## config.mk

```make
export PLATFORM = sky130hd
export DESIGN_NAME = alu_rs_bank_flat
export DESIGN_NICKNAME = d
export VERILOG_FILES = /design/src/rtl/alu_rs_bank_if.sv /design/src/rtl/alu_rs_bank.sv /design/src/flat_wrapper.sv
export SDC_FILE = /design/constraint.sdc
export NUM_CORES = 1
export LEC_CHECK = 0
export ABC_AREA = 1
export BUFFER_PORTS_ARGS = -buffer_cell sky130_fd_sc_hd__buf_2
export CAP_MARGIN = 20
export CORE_ASPECT_RATIO = 0.5
export CORE_MARGIN = 2
export CORE_UTILIZATION = 45
export DETAILED_ROUTE_END_ITERATION = 8
export GPL_TIMING_DRIVEN = 0
export PLACE_DENSITY_LB_ADDON = 0.12
export SYNTH_ARGS = -nofsm -noshare
export SYNTH_HDL_FRONTEND = slang
export SYNTH_SLANG_ARGS = --single-unit
```

## constraint.sdc

```tcl
create_clock -name clk -period 2.4 [get_ports clk]
set_clock_uncertainty 0.05 [all_clocks]
set_input_delay 0.48 -clock clk [delete_from_list [all_inputs] [get_ports clk]]
set_output_delay 0.48 -clock clk [all_outputs]
set_load 0.005 [all_outputs]
```

## src/rtl/alu_rs_bank_if.sv

```systemverilog
// Issue, CDB snoop and ALU dispatch bundle for the ALU reservation-station bank.
// master = issue/CDB/ALU side, slave = the station bank.
interface alu_rs_bank_if #(
    parameter int DATA_WIDTH = 16,
    parameter int TAG_WIDTH  = 3,
    parameter int OP_WIDTH   = 4
);
    logic                  issue_valid;
    logic                  issue_ready;
    logic [OP_WIDTH-1:0]   issue_op;
    logic [DATA_WIDTH-1:0] issue_Vj;
    logic [DATA_WIDTH-1:0] issue_Vk;
    logic [TAG_WIDTH-1:0]  issue_Qj;
    logic [TAG_WIDTH-1:0]  issue_Qk;
    logic                  issue_rj;
    logic                  issue_rk;
    logic [TAG_WIDTH-1:0]  issue_dest;
    logic                  cdb_valid;
    logic [TAG_WIDTH-1:0]  cdb_tag;
    logic [DATA_WIDTH-1:0] cdb_data;
    logic                  alu_valid;
    logic                  alu_ready;
    logic [OP_WIDTH-1:0]   alu_op;
    logic [DATA_WIDTH-1:0] alu_a;
    logic [DATA_WIDTH-1:0] alu_b;
    logic [TAG_WIDTH-1:0]  alu_dest;

    modport master (
        output issue_valid, issue_op, issue_Vj, issue_Vk, issue_Qj, issue_Qk,
               issue_rj, issue_rk, issue_dest, cdb_valid, cdb_tag, cdb_data, alu_ready,
        input  issue_ready, alu_valid, alu_op, alu_a, alu_b, alu_dest
    );
    modport slave (
        input  issue_valid, issue_op, issue_Vj, issue_Vk, issue_Qj, issue_Qk,
               issue_rj, issue_rk, issue_dest, cdb_valid, cdb_tag, cdb_data, alu_ready,
        output issue_ready, alu_valid, alu_op, alu_a, alu_b, alu_dest
    );
endinterface

```

## src/rtl/alu_rs_bank.sv

```systemverilog
// ALU reservation-station bank: free-slot allocation, CDB wakeup, one registered dispatch per cycle.
// Optional RS_AGE_SELECT_EN: oldest-ready selection via per-entry age ranks (default lowest index).
module alu_rs_bank #(
    parameter  int DATA_WIDTH  = 16,
    parameter  int TAG_WIDTH   = 3,
    parameter  int NUM_ENTRIES = 4,
    parameter  int OP_WIDTH    = 4,
    localparam int IDX_W       = $clog2(NUM_ENTRIES),
    localparam int CNT_W       = $clog2(NUM_ENTRIES + 1)
) (
    input  logic                   clk,
    input  logic                   reset,
    input  logic                   flush,
    alu_rs_bank_if.slave           rs_if,
    output logic [NUM_ENTRIES-1:0] busy_out,
    output logic [CNT_W-1:0]       busy_count
);
    logic [NUM_ENTRIES-1:0]                 busy_q, busy_d, rj_q, rj_d, rk_q, rk_d;
    logic [NUM_ENTRIES-1:0][DATA_WIDTH-1:0] vj_q, vj_d, vk_q, vk_d;
    logic [NUM_ENTRIES-1:0][TAG_WIDTH-1:0]  qj_q, qj_d, qk_q, qk_d, dest_q, dest_d;
    logic [NUM_ENTRIES-1:0][OP_WIDTH-1:0]   op_q, op_d;
    logic                  alu_valid_q, alu_valid_d;
    logic [OP_WIDTH-1:0]   alu_op_q, alu_op_d;
    logic [DATA_WIDTH-1:0] alu_a_q, alu_a_d, alu_b_q, alu_b_d;
    logic [TAG_WIDTH-1:0]  alu_dest_q, alu_dest_d;

    logic [NUM_ENTRIES-1:0] sel_vec;
    logic [IDX_W-1:0]       free_idx, sel_idx;
    logic                   issue_fire, load_out, byp_j, byp_k;

    assign rs_if.issue_ready = ~&busy_q;
    assign issue_fire = rs_if.issue_valid & rs_if.issue_ready;
    assign sel_vec    = busy_q & rj_q & rk_q;
    assign load_out   = (~alu_valid_q | rs_if.alu_ready) & |sel_vec;
    assign byp_j = rs_if.cdb_valid & ~rs_if.issue_rj & (rs_if.issue_Qj == rs_if.cdb_tag);
    assign byp_k = rs_if.cdb_valid & ~rs_if.issue_rk & (rs_if.issue_Qk == rs_if.cdb_tag);

    always_comb begin
        free_idx = '0;
        for (int i = NUM_ENTRIES - 1; i >= 0; i--)
            if (!busy_q[i]) free_idx = IDX_W'(i);
    end

`ifdef RS_AGE_SELECT_EN
    // rank = number of younger busy entries, so ranks stay unique among busy entries
    logic [NUM_ENTRIES-1:0][IDX_W-1:0] rank_q, rank_d;
    logic found;

    always_comb begin
        sel_idx = '0;
        found   = 1'b0;
        for (int i = 0; i < NUM_ENTRIES; i++)
            if (sel_vec[i] && (!found || rank_q[i] > rank_q[sel_idx])) begin
                sel_idx = IDX_W'(i);
                found   = 1'b1;
            end
    end

    always_comb begin
        logic inc, dec;
        rank_d = rank_q;
        for (int i = 0; i < NUM_ENTRIES; i++) begin
            inc = issue_fire && !(load_out && sel_idx == IDX_W'(i));
            dec = load_out && rank_q[i] > rank_q[sel_idx];
            if (issue_fire && !busy_q[i] && free_idx == IDX_W'(i))
                rank_d[i] = '0;
            else if (busy_q[i] && inc && !dec && rank_q[i] != IDX_W'(NUM_ENTRIES - 1))
                rank_d[i] = rank_q[i] + 1'b1;
            else if (busy_q[i] && !inc && dec)
                rank_d[i] = rank_q[i] - 1'b1;
        end
    end

    always_ff @(posedge clk) begin
        if (reset || flush) rank_q <= '0;
        else                rank_q <= rank_d;
    end
`else
    always_comb begin
        sel_idx = '0;
        for (int i = NUM_ENTRIES - 1; i >= 0; i--)
            if (sel_vec[i]) sel_idx = IDX_W'(i);
    end
`endif

    always_comb begin
        busy_d = busy_q; rj_d = rj_q; rk_d = rk_q; vj_d = vj_q; vk_d = vk_q;
        qj_d = qj_q; qk_d = qk_q; dest_d = dest_q; op_d = op_q;
        for (int i = 0; i < NUM_ENTRIES; i++) begin
            if (busy_q[i] && !rj_q[i] && rs_if.cdb_valid && qj_q[i] == rs_if.cdb_tag) begin
                vj_d[i] = rs_if.cdb_data;
                rj_d[i] = 1'b1;
            end
            if (busy_q[i] && !rk_q[i] && rs_if.cdb_valid && qk_q[i] == rs_if.cdb_tag) begin
                vk_d[i] = rs_if.cdb_data;
                rk_d[i] = 1'b1;
            end
            if (load_out && sel_idx == IDX_W'(i))
                busy_d[i] = 1'b0;
            // free_idx only ever names a non-busy slot, so issue never collides with the above
            if (issue_fire && free_idx == IDX_W'(i)) begin
                busy_d[i] = 1'b1;
                op_d[i]   = rs_if.issue_op;
                dest_d[i] = rs_if.issue_dest;
                qj_d[i]   = rs_if.issue_Qj;
                qk_d[i]   = rs_if.issue_Qk;
                rj_d[i]   = rs_if.issue_rj | byp_j;
                rk_d[i]   = rs_if.issue_rk | byp_k;
                vj_d[i]   = byp_j ? rs_if.cdb_data : rs_if.issue_Vj;
                vk_d[i]   = byp_k ? rs_if.cdb_data : rs_if.issue_Vk;
            end
        end
    end

    always_comb begin
        alu_valid_d = alu_valid_q;
        alu_op_d    = alu_op_q;
        alu_a_d     = alu_a_q;
        alu_b_d     = alu_b_q;
        alu_dest_d  = alu_dest_q;
        if (load_out) begin
            alu_valid_d = 1'b1;
            alu_op_d    = op_q[sel_idx];
            alu_a_d     = vj_q[sel_idx];
            alu_b_d     = vk_q[sel_idx];
            alu_dest_d  = dest_q[sel_idx];
        end else if (rs_if.alu_ready) begin
            alu_valid_d = 1'b0;
        end
    end

    always_ff @(posedge clk) begin
        if (reset || flush) begin
            busy_q <= '0; rj_q <= '0; rk_q <= '0; vj_q <= '0; vk_q <= '0;
            qj_q <= '0; qk_q <= '0; dest_q <= '0; op_q <= '0;
            alu_valid_q <= 1'b0; alu_op_q <= '0; alu_a_q <= '0; alu_b_q <= '0; alu_dest_q <= '0;
        end else begin
            busy_q <= busy_d; rj_q <= rj_d; rk_q <= rk_d; vj_q <= vj_d; vk_q <= vk_d;
            qj_q <= qj_d; qk_q <= qk_d; dest_q <= dest_d; op_q <= op_d;
            alu_valid_q <= alu_valid_d; alu_op_q <= alu_op_d; alu_a_q <= alu_a_d;
            alu_b_q <= alu_b_d; alu_dest_q <= alu_dest_d;
        end
    end

    always_comb begin
        busy_count = '0;
        for (int i = 0; i < NUM_ENTRIES; i++)
            busy_count = busy_count + CNT_W'(busy_q[i]);
    end

    assign busy_out       = busy_q;
    assign rs_if.alu_valid = alu_valid_q;
    assign rs_if.alu_op    = alu_op_q;
    assign rs_if.alu_a     = alu_a_q;
    assign rs_if.alu_b     = alu_b_q;
    assign rs_if.alu_dest  = alu_dest_q;
endmodule

```

## src/flat_wrapper.sv

```systemverilog
// flat-port wrapper written by rule: the top's interface ports become plain ports
module alu_rs_bank_flat 
#(
    parameter  int DATA_WIDTH  = 16,
    parameter  int TAG_WIDTH   = 3,
    parameter  int NUM_ENTRIES = 4,
    parameter  int OP_WIDTH    = 4,
    localparam int IDX_W       = $clog2(NUM_ENTRIES),
    localparam int CNT_W       = $clog2(NUM_ENTRIES + 1)
)
  (clk, reset, flush, busy_out, busy_count, rs_if_issue_valid, rs_if_issue_op, rs_if_issue_Vj, rs_if_issue_Vk, rs_if_issue_Qj, rs_if_issue_Qk, rs_if_issue_rj, rs_if_issue_rk, rs_if_issue_dest, rs_if_cdb_valid, rs_if_cdb_tag, rs_if_cdb_data, rs_if_alu_ready, rs_if_issue_ready, rs_if_alu_valid, rs_if_alu_op, rs_if_alu_a, rs_if_alu_b, rs_if_alu_dest);
  alu_rs_bank_if #(.DATA_WIDTH(DATA_WIDTH), .TAG_WIDTH(TAG_WIDTH), .OP_WIDTH(OP_WIDTH)) rs_if_i ();
  input  logic clk;
  input  logic reset;
  input  logic flush;
  output logic [NUM_ENTRIES-1:0] busy_out;
  output logic [CNT_W-1:0] busy_count;
  input wire logic [$bits(rs_if_i.issue_valid)-1:0] rs_if_issue_valid;
  input wire logic [$bits(rs_if_i.issue_op)-1:0] rs_if_issue_op;
  input wire logic [$bits(rs_if_i.issue_Vj)-1:0] rs_if_issue_Vj;
  input wire logic [$bits(rs_if_i.issue_Vk)-1:0] rs_if_issue_Vk;
  input wire logic [$bits(rs_if_i.issue_Qj)-1:0] rs_if_issue_Qj;
  input wire logic [$bits(rs_if_i.issue_Qk)-1:0] rs_if_issue_Qk;
  input wire logic [$bits(rs_if_i.issue_rj)-1:0] rs_if_issue_rj;
  input wire logic [$bits(rs_if_i.issue_rk)-1:0] rs_if_issue_rk;
  input wire logic [$bits(rs_if_i.issue_dest)-1:0] rs_if_issue_dest;
  input wire logic [$bits(rs_if_i.cdb_valid)-1:0] rs_if_cdb_valid;
  input wire logic [$bits(rs_if_i.cdb_tag)-1:0] rs_if_cdb_tag;
  input wire logic [$bits(rs_if_i.cdb_data)-1:0] rs_if_cdb_data;
  input wire logic [$bits(rs_if_i.alu_ready)-1:0] rs_if_alu_ready;
  output wire logic [$bits(rs_if_i.issue_ready)-1:0] rs_if_issue_ready;
  output wire logic [$bits(rs_if_i.alu_valid)-1:0] rs_if_alu_valid;
  output wire logic [$bits(rs_if_i.alu_op)-1:0] rs_if_alu_op;
  output wire logic [$bits(rs_if_i.alu_a)-1:0] rs_if_alu_a;
  output wire logic [$bits(rs_if_i.alu_b)-1:0] rs_if_alu_b;
  output wire logic [$bits(rs_if_i.alu_dest)-1:0] rs_if_alu_dest;
  assign rs_if_i.issue_valid = rs_if_issue_valid;
  assign rs_if_i.issue_op = rs_if_issue_op;
  assign rs_if_i.issue_Vj = rs_if_issue_Vj;
  assign rs_if_i.issue_Vk = rs_if_issue_Vk;
  assign rs_if_i.issue_Qj = rs_if_issue_Qj;
  assign rs_if_i.issue_Qk = rs_if_issue_Qk;
  assign rs_if_i.issue_rj = rs_if_issue_rj;
  assign rs_if_i.issue_rk = rs_if_issue_rk;
  assign rs_if_i.issue_dest = rs_if_issue_dest;
  assign rs_if_i.cdb_valid = rs_if_cdb_valid;
  assign rs_if_i.cdb_tag = rs_if_cdb_tag;
  assign rs_if_i.cdb_data = rs_if_cdb_data;
  assign rs_if_i.alu_ready = rs_if_alu_ready;
  assign rs_if_issue_ready = rs_if_i.issue_ready;
  assign rs_if_alu_valid = rs_if_i.alu_valid;
  assign rs_if_alu_op = rs_if_i.alu_op;
  assign rs_if_alu_a = rs_if_i.alu_a;
  assign rs_if_alu_b = rs_if_i.alu_b;
  assign rs_if_alu_dest = rs_if_i.alu_dest;
  alu_rs_bank #(.DATA_WIDTH(DATA_WIDTH), .TAG_WIDTH(TAG_WIDTH), .NUM_ENTRIES(NUM_ENTRIES), .OP_WIDTH(OP_WIDTH)) u_core (.clk(clk), .reset(reset), .flush(flush), .rs_if(rs_if_i), .busy_out(busy_out), .busy_count(busy_count));
endmodule
```

==> results of run 1 <==
==> tightest hold or removal path, stage by stage <==
cell and delay [ps]:
buf_2 110, nor2_1 50, nor2_1 80
==> cell type report <==
| cell class | instances | area (µm²) |
|---|---|---|
| tap | 352 | 440.4 |
| multi-input combinational | 1462 | 6631 |
| fill | 2863 | 12550 |
| sequential | 232 | 4653 |
| inverter | 118 | 442.9 |
| buffer | 140 | 684.4 |
| clock inverter | 4 | 70.07 |
| clock buffer | 33 | 653.1 |
| timing repair buffer | 111 | 566.8 |
==> registers in the layout (all words and copies together) (netlist names), 12 cells and up <==
name	count
u_core.op_q	16
u_core.vk_q	64
u_core.rs_if.alu_a	16
u_core.dest_q	12
u_core.qk_q	12
u_core.qj_q	12
u_core.rs_if.alu_b	16
u_core.vj_q	64
==> power by group <==
part           total [W]  internal, W  switching, W
Combinational   0.000806     0.000210      0.000596
Sequential       0.00391      0.00389     0.0000247
Clock            0.00373      0.00209       0.00164
Total            0.00845      0.00619       0.00226
==> stage by stage <==
| step | utilization | hold slack (ps) | cell area (µm²) | setup TNS (ps) | total power (W) |
|---|---|---|---|---|---|
| detailed placement | 0.5000 | 395.6 | 13350 | -9631 | 0.004772 |
| global route | 0.5298 | 183.3 | 14140 | 0 | 0.008634 |
| floorplan | - | 374.6 | 12360 | 0 | 0.004436 |
| CTS | 0.5286 | 169.8 | 14110 | 0 | 0.008415 |
| finish | 0.5298 | 182.9 | 14140 | 0 | 0.008446 |
| global placement | 0.5000 | 389.7 | 13350 | -10070 | 0.004767 |
==> layout by cell type (no fill, tap or decap), types with 22 or more instances in the layout <==
cell,count
nand2_1,361
buf_2,174
o21ai_0,84
inv_1,108
a31oi_1,22
dfxtp_1,229
clkbuf_1,59
clkbuf_16,23
a21oi_1,37
nor2_1,433
nand3_1,424
==> per-layer routing <==
metal / GRT usage / routed length [µm]
met1: 0.5100 / 23380
met2: 0.5446 / 21990
met3: 0.09054 / 5765
met4: 0.1250 / 1845
met5: 0 / 0
==> final timing paths <==
check	startpoint	to
max	u_core.busy_out[0]	busy_count[1]
min	rs_if_issue_dest[1]	u_core.dest_q[10]
max reg2reg	u_core.busy_out[3]	u_core.rs_if.alu_b[11]
min reg2reg	u_core.dest_q[5]	u_core.dest_q[5]
==> kinds of logic (layout without fill, tap and decap cells) <==
family,count (synthesis),after routing
XOR/XNOR,20,20
flip-flops,232,232
buffers and inverters,258,406
adder cells (fa/ha/maj),3,3
AO/OA/AOI/OAI,170,170
AND/OR/NAND/NOR,1269,1269
==> timing repair <==
action                                  4_1_cts  5_1_grt
pin swaps                                     0        1
resized for setup                             7       11
endpoints found under the setup margin       13       26
setup buffers                                 2        0
==> results.py, run 1 <==
metrics = {
    "run_status": {
        "outcome": "finished, final reports clean",
    },
    "floorplanning": {
        "pin_count": 120,
        "row_count": 42,
        "die_h_um": 121.2,
        "start_util": 0.4631,
        "core_area_um2": 26700,
        "die-area_um2": 28900,
        "die_w_um": 238.4,
    },
    "synth": {
        "syn_area_um2": 12360,
        "synth-async-reset-ratio": 0,
        "synthCells": 1952,
        "avgSynthCellArea_um2": 6.334,
        "synth_area_leader_cell": "dfxtp_1",
        "synth_warnings": 0,
        "seq_area_frac_synth": 0.3757,
        "synth_fa_ha_area_frac": 0.003643,
        "muxShareOfSynthArea": 0,
        "synth_area_leaders": "dfxtp_1 38%, nand3_1 17%, nor2_1 13%",
        "ys_seq_elements": 232,
        "synth_edf_count": 0,
        "syn_nets": 2027,
        "yosysUniqueCellTypes": 32,
        "synth_top_family_by_area": "simple AND/OR/NAND/NOR gates",
        "yosysMostFrequentCell": "nor2_1",
        "synth-xor-area-share": 0.01417,
        "yosys.area_share.simple": 0.4418,
        "synth_compound_area_frac": 0.07408,
        "yosysTopAreaCellShare": 0.3757,
        "synth_ff_type": "dfxtp_1",
        "yosys-top-cells-count": "434 x nor2_1, 424 x nand3_1, 361 x nand2_1",
    },
    "worst_setup_path": {
        "crit_buf_inv": 1,
        "cp_slowest_cell": "dfxtp_4",
        "cp_common_cell": "ha_4",
        "reg2reg_depth": 9,
        "max_stage_delay_ps": 370,
        "cp_cell_sequence": "ha_4 -> fa_2 -> ha_4 -> buf_6",
        "worstPathArrival_ps": 1840,
        "path_max_fanout": 2,
        "crit_family": "adder cells",
        "endpoint_kind": "output port",
        "reg2reg_slack_ps": 60,
        "crit_type": "flop to output port",
        "critPathRequiredTime_ps": 1870,
        "cp.depth": 4,
        "start_kind": "flop",
    },
    "clock_tree": {
        "htree_levels": 1,
        "cts_made_buffers": 23,
        "clkTransAtPathRegs_ps": 70,
        "cts.sinks": 232,
        "cts_tree": "yes",
        "ctsHoldBuffers": 0,
        "worstSkewPairLatency_ps": 530,
        "clockBufferDepth": 3,
        "clockRootBuffer": "clkbuf_16",
    },
    "global_route": {
        "grt_max_degree": 15,
        "grt_usage": 0.3640,
        "antenna_found_initial": 2,
        "grt_pass1_wl_mm": 77.56,
        "grt_pass1_vias": 12470,
        "grt-ovfl-total": 0,
    },
    "drt": {
        "vias_per_cell": 5.703,
        "post-route-drc-count": 0,
        "first_pass_iters": 6,
        "detail-route-antenna-nets": 0,
        "drt_iter0_drc": 1941,
        "routed_wl_mm": 52.98,
        "post_drt_wl_per_cell_um": 21.61,
        "vias": 13980,
    },
    "finish": {
        "diodes": 0,
        "final_cells": 2452,
        "syn_to_final_growth_pct": 14.39,
        "drive_above_1_share": 0.1338,
        "fin_nets": 2163,
    },
    "sta": {
        "maxSlewViolCount": 0,
        "slew_headroom": 0.4017,
        "fin_ws_ps": 27.67,
        "tightest_slew_ps": 897.4,
        "rsz0062_at_grt": "no",
        "hold_viol": 0,
        "maxClockFrequency_ghz": 0.4215,
        "finalSetupViolCount": 0,
        "finalCriticalPeriod_ps": 2372,
        "finalCritPeriodShare": 0.9885,
    },
    "place": {
        "gp_congestion": 1.015,
        "dp_cells": 2413,
        "pre_cts_slack_ps": -397.3,
        "post-dp-hpwl_mm": 39.88,
        "portBuffers": 109,
    },
    "hold_path": {
        "hold_path_class": "input port to flop",
        "min_path_cells": 3,
    },
    "flow_run": {
        "cap_violations": 0,
    },
    "power_and_ir_drop": {
        "vdd_drop_max_mv": 0.4564,
        "leakagePower_nw": 6.360,
        "power_density_nw_per_um2": 597.2,
    },
}
Note: power is estimated with default switching activity, not from simulation.
==> run 2: changes to the inputs <==
--- a/config.mk
+++ b/config.mk
@@ -13,7 +13,7 @@
 export CORE_UTILIZATION = 45
 export DETAILED_ROUTE_END_ITERATION = 8
 export GPL_TIMING_DRIVEN = 0
-export PLACE_DENSITY_LB_ADDON = 0.12
+export PLACE_DENSITY_LB_ADDON = 0.2
 export SYNTH_ARGS = -nofsm -noshare
 export SYNTH_HDL_FRONTEND = slang
 export SYNTH_SLANG_ARGS = --single-unit
==> run 2 against run 1 <==
Clock power rose by 12%. Sequential power hardly changed. Via count increased by 1.0%. Fmax shrank 0.21%. Worst setup slack worse by 5.0 ps. Die area unchanged. Global-route usage hardly changed. Flip-flop and latch count is the same. Cell area is 0.79% higher. Largest cell class unchanged.
==> results.py, run 2 (synthesis results as in run 1) <==
metrics = {
    "drt": {
        "detail-route-antenna-nets": 0,
        "drt_iter0_drc": 1985,
        "post_drt_wl_per_cell_um": 21.44,
        "first_pass_iters": 7,
        "routed_wl_mm": 52.63,
        "vias": 14130,
        "post-route-drc-count": 0,
        "vias_per_cell": 5.754,
    },
    "worst_setup_path": {
        "critPathRequiredTime_ps": 1870,
        "reg2reg_slack_ps": 110,
        "path_max_fanout": 2,
        "cp_slowest_cell": "dfxtp_4",
        "cp_common_cell": "ha_4",
        "crit_buf_inv": 1,
        "max_stage_delay_ps": 370,
        "crit_type": "flop to output port",
        "worstReg2RegEnd": "u_core.rs_if.alu_b[13]",
        "crit_family": "adder cells",
        "reg2reg_depth": 10,
        "worstPathArrival_ps": 1850,
        "cp_cell_sequence": "ha_4 -> fa_2 -> ha_4 -> buf_6",
        "start_kind": "flop",
        "endpoint_kind": "output port",
        "cp.depth": 4,
        "reg2reg_from": "u_core.busy_out[0]",
    },
    "place": {
        "portBuffers": 109,
        "post-dp-hpwl_mm": 39.45,
        "gp_congestion": 1.031,
        "dp_cells": 2413,
    },
    "clock_tree": {
        "cts_tree": "yes",
        "htree_levels": 1,
        "worstSkewPairLatency_ps": 550,
        "ctsHoldBuffers": 0,
        "clockRootBuffer": "clkbuf_16",
        "clockBufferDepth": 3,
        "cts_made_buffers": 22,
        "clkTransAtPathRegs_ps": 70,
        "cts.sinks": 232,
    },
    "finish": {
        "fin_nets": 2162,
        "fillers": 2812,
        "top_regs": "u_core.vj_q x64, u_core.vk_q x64",
        "diodes": 0,
        "layout_commonest_cell": "nor2_1",
        "final_cells": 2455,
        "drive_above_1_share": 0.1379,
        "syn_to_final_growth_pct": 15.29,
        "final_cell_mix": "433 x nor2_1, 424 x nand3_1, 361 x nand2_1",
    },
    "sta": {
        "finalSetupTns_ps": 0,
        "slew_headroom": 0.3660,
        "holdWs_ps": 164.2,
        "maxSlewViolCount": 0,
        "maxClockFrequency_ghz": 0.4206,
        "finalCritPeriodShare": 0.9905,
        "rsz0062_at_grt": "yes",
        "finalCriticalPeriod_ps": 2377,
        "hold_viol": 0,
        "tightest_slew_ps": 951.0,
        "finalSetupViolCount": 0,
    },
    "floorplanning": {
        "start_util": 0.4631,
        "die_h_um": 121.2,
        "row_count": 42,
        "die_w_um": 238.4,
        "core_area_um2": 26700,
        "die-area_um2": 28900,
        "pin_count": 120,
    },
    "global_route": {
        "grt-ovfl-total": 0,
        "grt_max_degree": 16,
        "antenna_found_initial": 1,
        "grt_pass1_vias": 12690,
        "grt_usage": 0.3636,
        "grt_pass1_wl_mm": 77.87,
    },
    "power_and_ir_drop": {
        "leakagePower_nw": 6.412,
        "power.share.clock": 0.470,
        "intPower_w": 0.006540,
        "power_frac_seq": 0.440,
        "switching_share": 0.2643,
        "power_density_nw_per_um2": 623.7,
        "pwr-share-comb": 0.090,
        "vdd_drop_max_mv": 0.4725,
        "p_switching_w": 0.002350,
    },
    "hold_path": {
        "hold_path_class": "input port to flop",
        "min_from": "rs_if_issue_dest[1]",
        "hold_path_end": "u_core.dest_q[10]",
        "min_path_cells": 3,
    },
    "run_status": {
        "outcome": "finished, final reports clean",
    },
    "flow_run": {
        "cap_violations": 0,
    },
}
## run 2: cell types whose count changed in the layout (fill, tap and decap cells not counted)
cell        before  now
dfxtp_2          1    2
clkinvlp_4       0    2
clkinv_2         2    4
dfxtp_1        229  228
bufinv_16        2    5
clkbuf_1        59   54
clkbuf_8         4    5
## run 2: worst max path at each step
stage	slack [ps]	startpoint	end
detailed placement	-440	flush	u_core.rs_if.alu_b[14]
global placement	-380	flush	u_core.rs_if.alu_b[14]
finish	20	u_core.busy_out[0]	busy_count[1]
CTS	10	u_core.busy_out[0]	busy_count[1]
floorplan	500	u_core.busy_out[0]	busy_count[1]
global route	-9	u_core.busy_out[0]	busy_count[1]
## run 2: area by class of cell
type                            instances  area [µm²]  area share
Clock inverter                         11       185.2     0.01299
Inverter                              118       442.9     0.03107
Sequential cell                       232        4654      0.3265
Buffer                                140       684.4     0.04802
Clock buffer                           29       648.1     0.04547
Multi-Input combinational cell       1462        6631      0.4652
Tap cell                              352       440.4     0.03090
Timing Repair Buffer                  111       566.8     0.03976
## run 2: what timing repair did
| item | 4_1_cts | 5_1_grt |
|---|---|---|
| pin swaps | 1 | 0 |
| resized for setup | 7 | 12 |
| endpoints found under the setup margin | 13 | 38 |
| buffers inserted | 2 | 0 |
## run 2: worst min-delay path, stage by stage
cell and delay (ps):
buf_2 110, nor2_1 50, nor2_1 80
## run 2: routing by layer
| metal | vias to the layer above | global-route usage | wire length, µm |
|---|---|---|---|
| met5 | - | 0 | 0 |
| met4 | 0 | 0.1332 | 2090 |
| met3 | 157 | 0.07075 | 6060 |
| met2 | 857 | 0.5474 | 21660 |
| met1 | 6535 | 0.5163 | 22820 |
| li1 | 6578 | - | - |
## run 2: power by group through the flow
| stage | clock [W] | sequential [W] | combinational (W) |
|---|---|---|---|
| after floorplan | 0 | 0.00400 | 0.000441 |
| after global placement | 0 | 0.00400 | 0.000756 |
| after detailed placement | 0 | 0.00400 | 0.000758 |
| after CTS | 0.00413 | 0.00391 | 0.000766 |
| after global routing | 0.00430 | 0.00392 | 0.000845 |
| final | 0.00418 | 0.00391 | 0.000797 |
## run 2: per-stage QoR
stage	util	total power, W	instance area (µm²)	setup slack [ps]
detailed placement	0.5000	0.004762	13350	-438.0
floorplan	-	0.004436	12360	498.7
finish	0.5339	0.008890	14250	22.69
global placement	0.5000	0.004760	13350	-379.4
CTS	0.5327	0.008808	14220	14.51
global route	0.5339	0.009061	14250	-8.570
==> run 3: changes to the inputs <==
--- a/config.mk
+++ b/config.mk
@@ -9,7 +9,7 @@
 export BUFFER_PORTS_ARGS = -buffer_cell sky130_fd_sc_hd__buf_2
 export CAP_MARGIN = 20
 export CORE_ASPECT_RATIO = 0.5
-export CORE_MARGIN = 2
+export CORE_MARGIN = 5
 export CORE_UTILIZATION = 45
 export DETAILED_ROUTE_END_ITERATION = 8
 export GPL_TIMING_DRIVEN = 0
==> constraint.sdc (replaced) <==
create_clock -name clk -period 2.2 [get_ports clk]
set_clock_uncertainty 0.05 [all_clocks]
set_input_delay 0.44 -clock clk [delete_from_list [all_inputs] [get_ports clk]]
set_output_delay 0.44 -clock clk [all_outputs]
set_load 0.005 [all_outputs]
==> run 3 against run 2 <==
Register-to-register slack lost 50 ps. First-iteration DRC count grew 0.55%. The flow now finishes with violations (negative setup slack). Critical endpoint unchanged. Cell area shrank 0.58%.
==> results.py, run 3 (synthesis results as in run 1) <==
metrics = {
    "finish": {
        "syn_to_final_growth_pct": 14.62,
        "final_cell_mix": "432 x nor2_1, 424 x nand3_1, 359 x nand2_1",
        "fin_nets": 2162,
        "final_cells": 2453,
        "drive_above_1_share": 0.1395,
        "layout_commonest_cell": "nor2_1",
        "diodes": 0,
        "top_regs": "u_core.vj_q x64, u_core.vk_q x64",
        "final_area_um2": 14170,
        "final_util": 0.5298,
    },
    "worst_setup_path": {
        "start_kind": "flop",
        "crit_type": "flop to output port",
        "worstPathArrival_ps": 1850,
        "endpoint_kind": "output port",
        "critPathRequiredTime_ps": 1710,
        "path_max_fanout": 2,
    },
    "global_route": {
        "grt-busiest-layer": "met2",
        "use_met2": 0.4981,
        "met3_usage": 0.09558,
        "grt-ovfl-total": 0,
        "grt_pass1_vias": 12730,
        "antenna_found_initial": 0,
        "grt_use_met1": 0.4674,
        "grt_max_degree": 15,
        "grt_usage": 0.3323,
        "grt_pass1_wl_mm": 78.69,
    },
    "run_status": {
        "violations": "negative setup slack",
        "outcome": "complete, but fails checks",
    },
    "drt": {
        "first_pass_iters": 6,
        "routed_wl_mm": 53.74,
        "post_drt_wl_per_cell_um": 21.91,
        "drt_iter0_drc": 1996,
        "post-route-drc-count": 0,
        "vias_per_cell": 5.814,
        "detail-route-antenna-nets": 0,
        "vias": 14260,
    },
    "sta": {
        "fin_ws_ps": -137.2,
        "finalCriticalPeriod_ps": 2337,
        "holdWs_ps": 138.2,
        "slew_headroom": 0.3658,
        "rsz0062_at_grt": "yes",
        "tightest_slew_ps": 951.3,
        "finalSetupViolCount": 3,
        "maxClockFrequency_ghz": 0.4279,
        "finalCritPeriodShare": 1.062,
        "hold_viol": 0,
        "maxSlewViolCount": 0,
    },
    "place": {
        "placed_area_um2": 13350,
        "post-dp-hpwl_mm": 40.22,
        "portBuffers": 109,
        "pre_cts_slack_ps": -524.3,
        "dp_cells": 2413,
        "gp_congestion": 0.9737,
    },
    "floorplanning": {
        "start_util": 0.4622,
        "pin_count": 120,
        "row_count": 42,
        "die_w_um": 244.4,
        "die-area_um2": 31090,
        "die_h_um": 127.2,
        "core_area_um2": 26750,
    },
    "power_and_ir_drop": {
        "power_frac_seq": 0.471,
        "power.share.clock": 0.433,
        "vdd_drop_max_mv": 0.4287,
        "pwr-share-comb": 0.096,
        "p_switching_w": 0.002459,
        "leakagePower_nw": 6.375,
        "intPower_w": 0.006612,
        "switching_share": 0.2711,
        "power_density_nw_per_um2": 640.1,
    },
    "clock_tree": {
        "clockRootBuffer": "clkbuf_16",
        "cts_tree": "yes",
        "cts.sinks": 232,
        "cts_made_buffers": 22,
        "worstSkewPairLatency_ps": 540,
        "ctsHoldBuffers": 0,
        "clkTransAtPathRegs_ps": 70,
        "htree_levels": 1,
        "clockBufferDepth": 3,
    },
    "flow_run": {
        "cap_violations": 0,
    },
    "hold_path": {
        "hold_path_class": "input port to flop",
    },
}
==> run 3: area by class of cell <==
type,instances,area [µm²]
fillers,2796,12580
clock buffers,33,683.2
repair buffers,111,573.1
clock inverters,5,27.53
inverters,118,442.9
flip-flops and latches,232,4654
well taps,352,440.4
plain buffers,140,700.7
multi-input cells,1462,6649
==> run 3: path summary, 6_finish.rpt <==
| path | end | cells after the start | start | slack [ps] |
|---|---|---|---|---|
| worst max-delay path | busy_count[1] | 4 | u_core.busy_out[0] | -140 |
| worst max register to register | u_core.rs_if.alu_b[13] | 10 | u_core.busy_out[1] | 60 |
| worst min-delay path | u_core.op_q[13] | 3 | rs_if_issue_op[1] | 140 |
| worst min register to register | u_core.op_q[7] | 2 | u_core.op_q[7] | 400 |
==> run 3: power groups by stage <==
stage	clock network [W]	registers (W)	logic (W)
2_1_floorplan	0	0.00436	0.000481
3_3_place_gp	0	0.00437	0.000828
3_5_place_dp	0	0.00437	0.000828
4_1_cts	0.00392	0.00427	0.000837
5_1_grt	0.00410	0.00427	0.000924
6_report	0.00393	0.00427	0.000869
==> run 3: worst max-delay path, cell delays in order, from the launching register on <==
cell and delay (ps):
dfxtp_4 370, ha_4 240, fa_2 350, ha_4 270, buf_6 80
==> run 3: what timing repair did <==
item	4_1_cts	5_1_grt
gates resized for setup	16	21
pin swaps	1	1
endpoints found under the setup margin	40	114
setup buffers	2	0
==> run 3: metrics by stage <==
| stage | setup TNS (ps) | total power (W) |
|---|---|---|
| after floorplan | 0 | 0.004840 |
| after global placement | -22790 | 0.005196 |
| after detailed placement | -21690 | 0.005197 |
| after CTS | -249.4 | 0.009031 |
| after global routing | -398.2 | 0.009296 |
| final | -238.9 | 0.009071 |
==> run 3: layer usage <==
| metal | routed length [µm] | vias up |
|---|---|---|
| li1 | - | 6592 |
| met1 | 22860 | 6666 |
| met2 | 22300 | 872 |
| met3 | 6722 | 131 |
| met4 | 1866 | 0 |
| met5 | 0 | - |
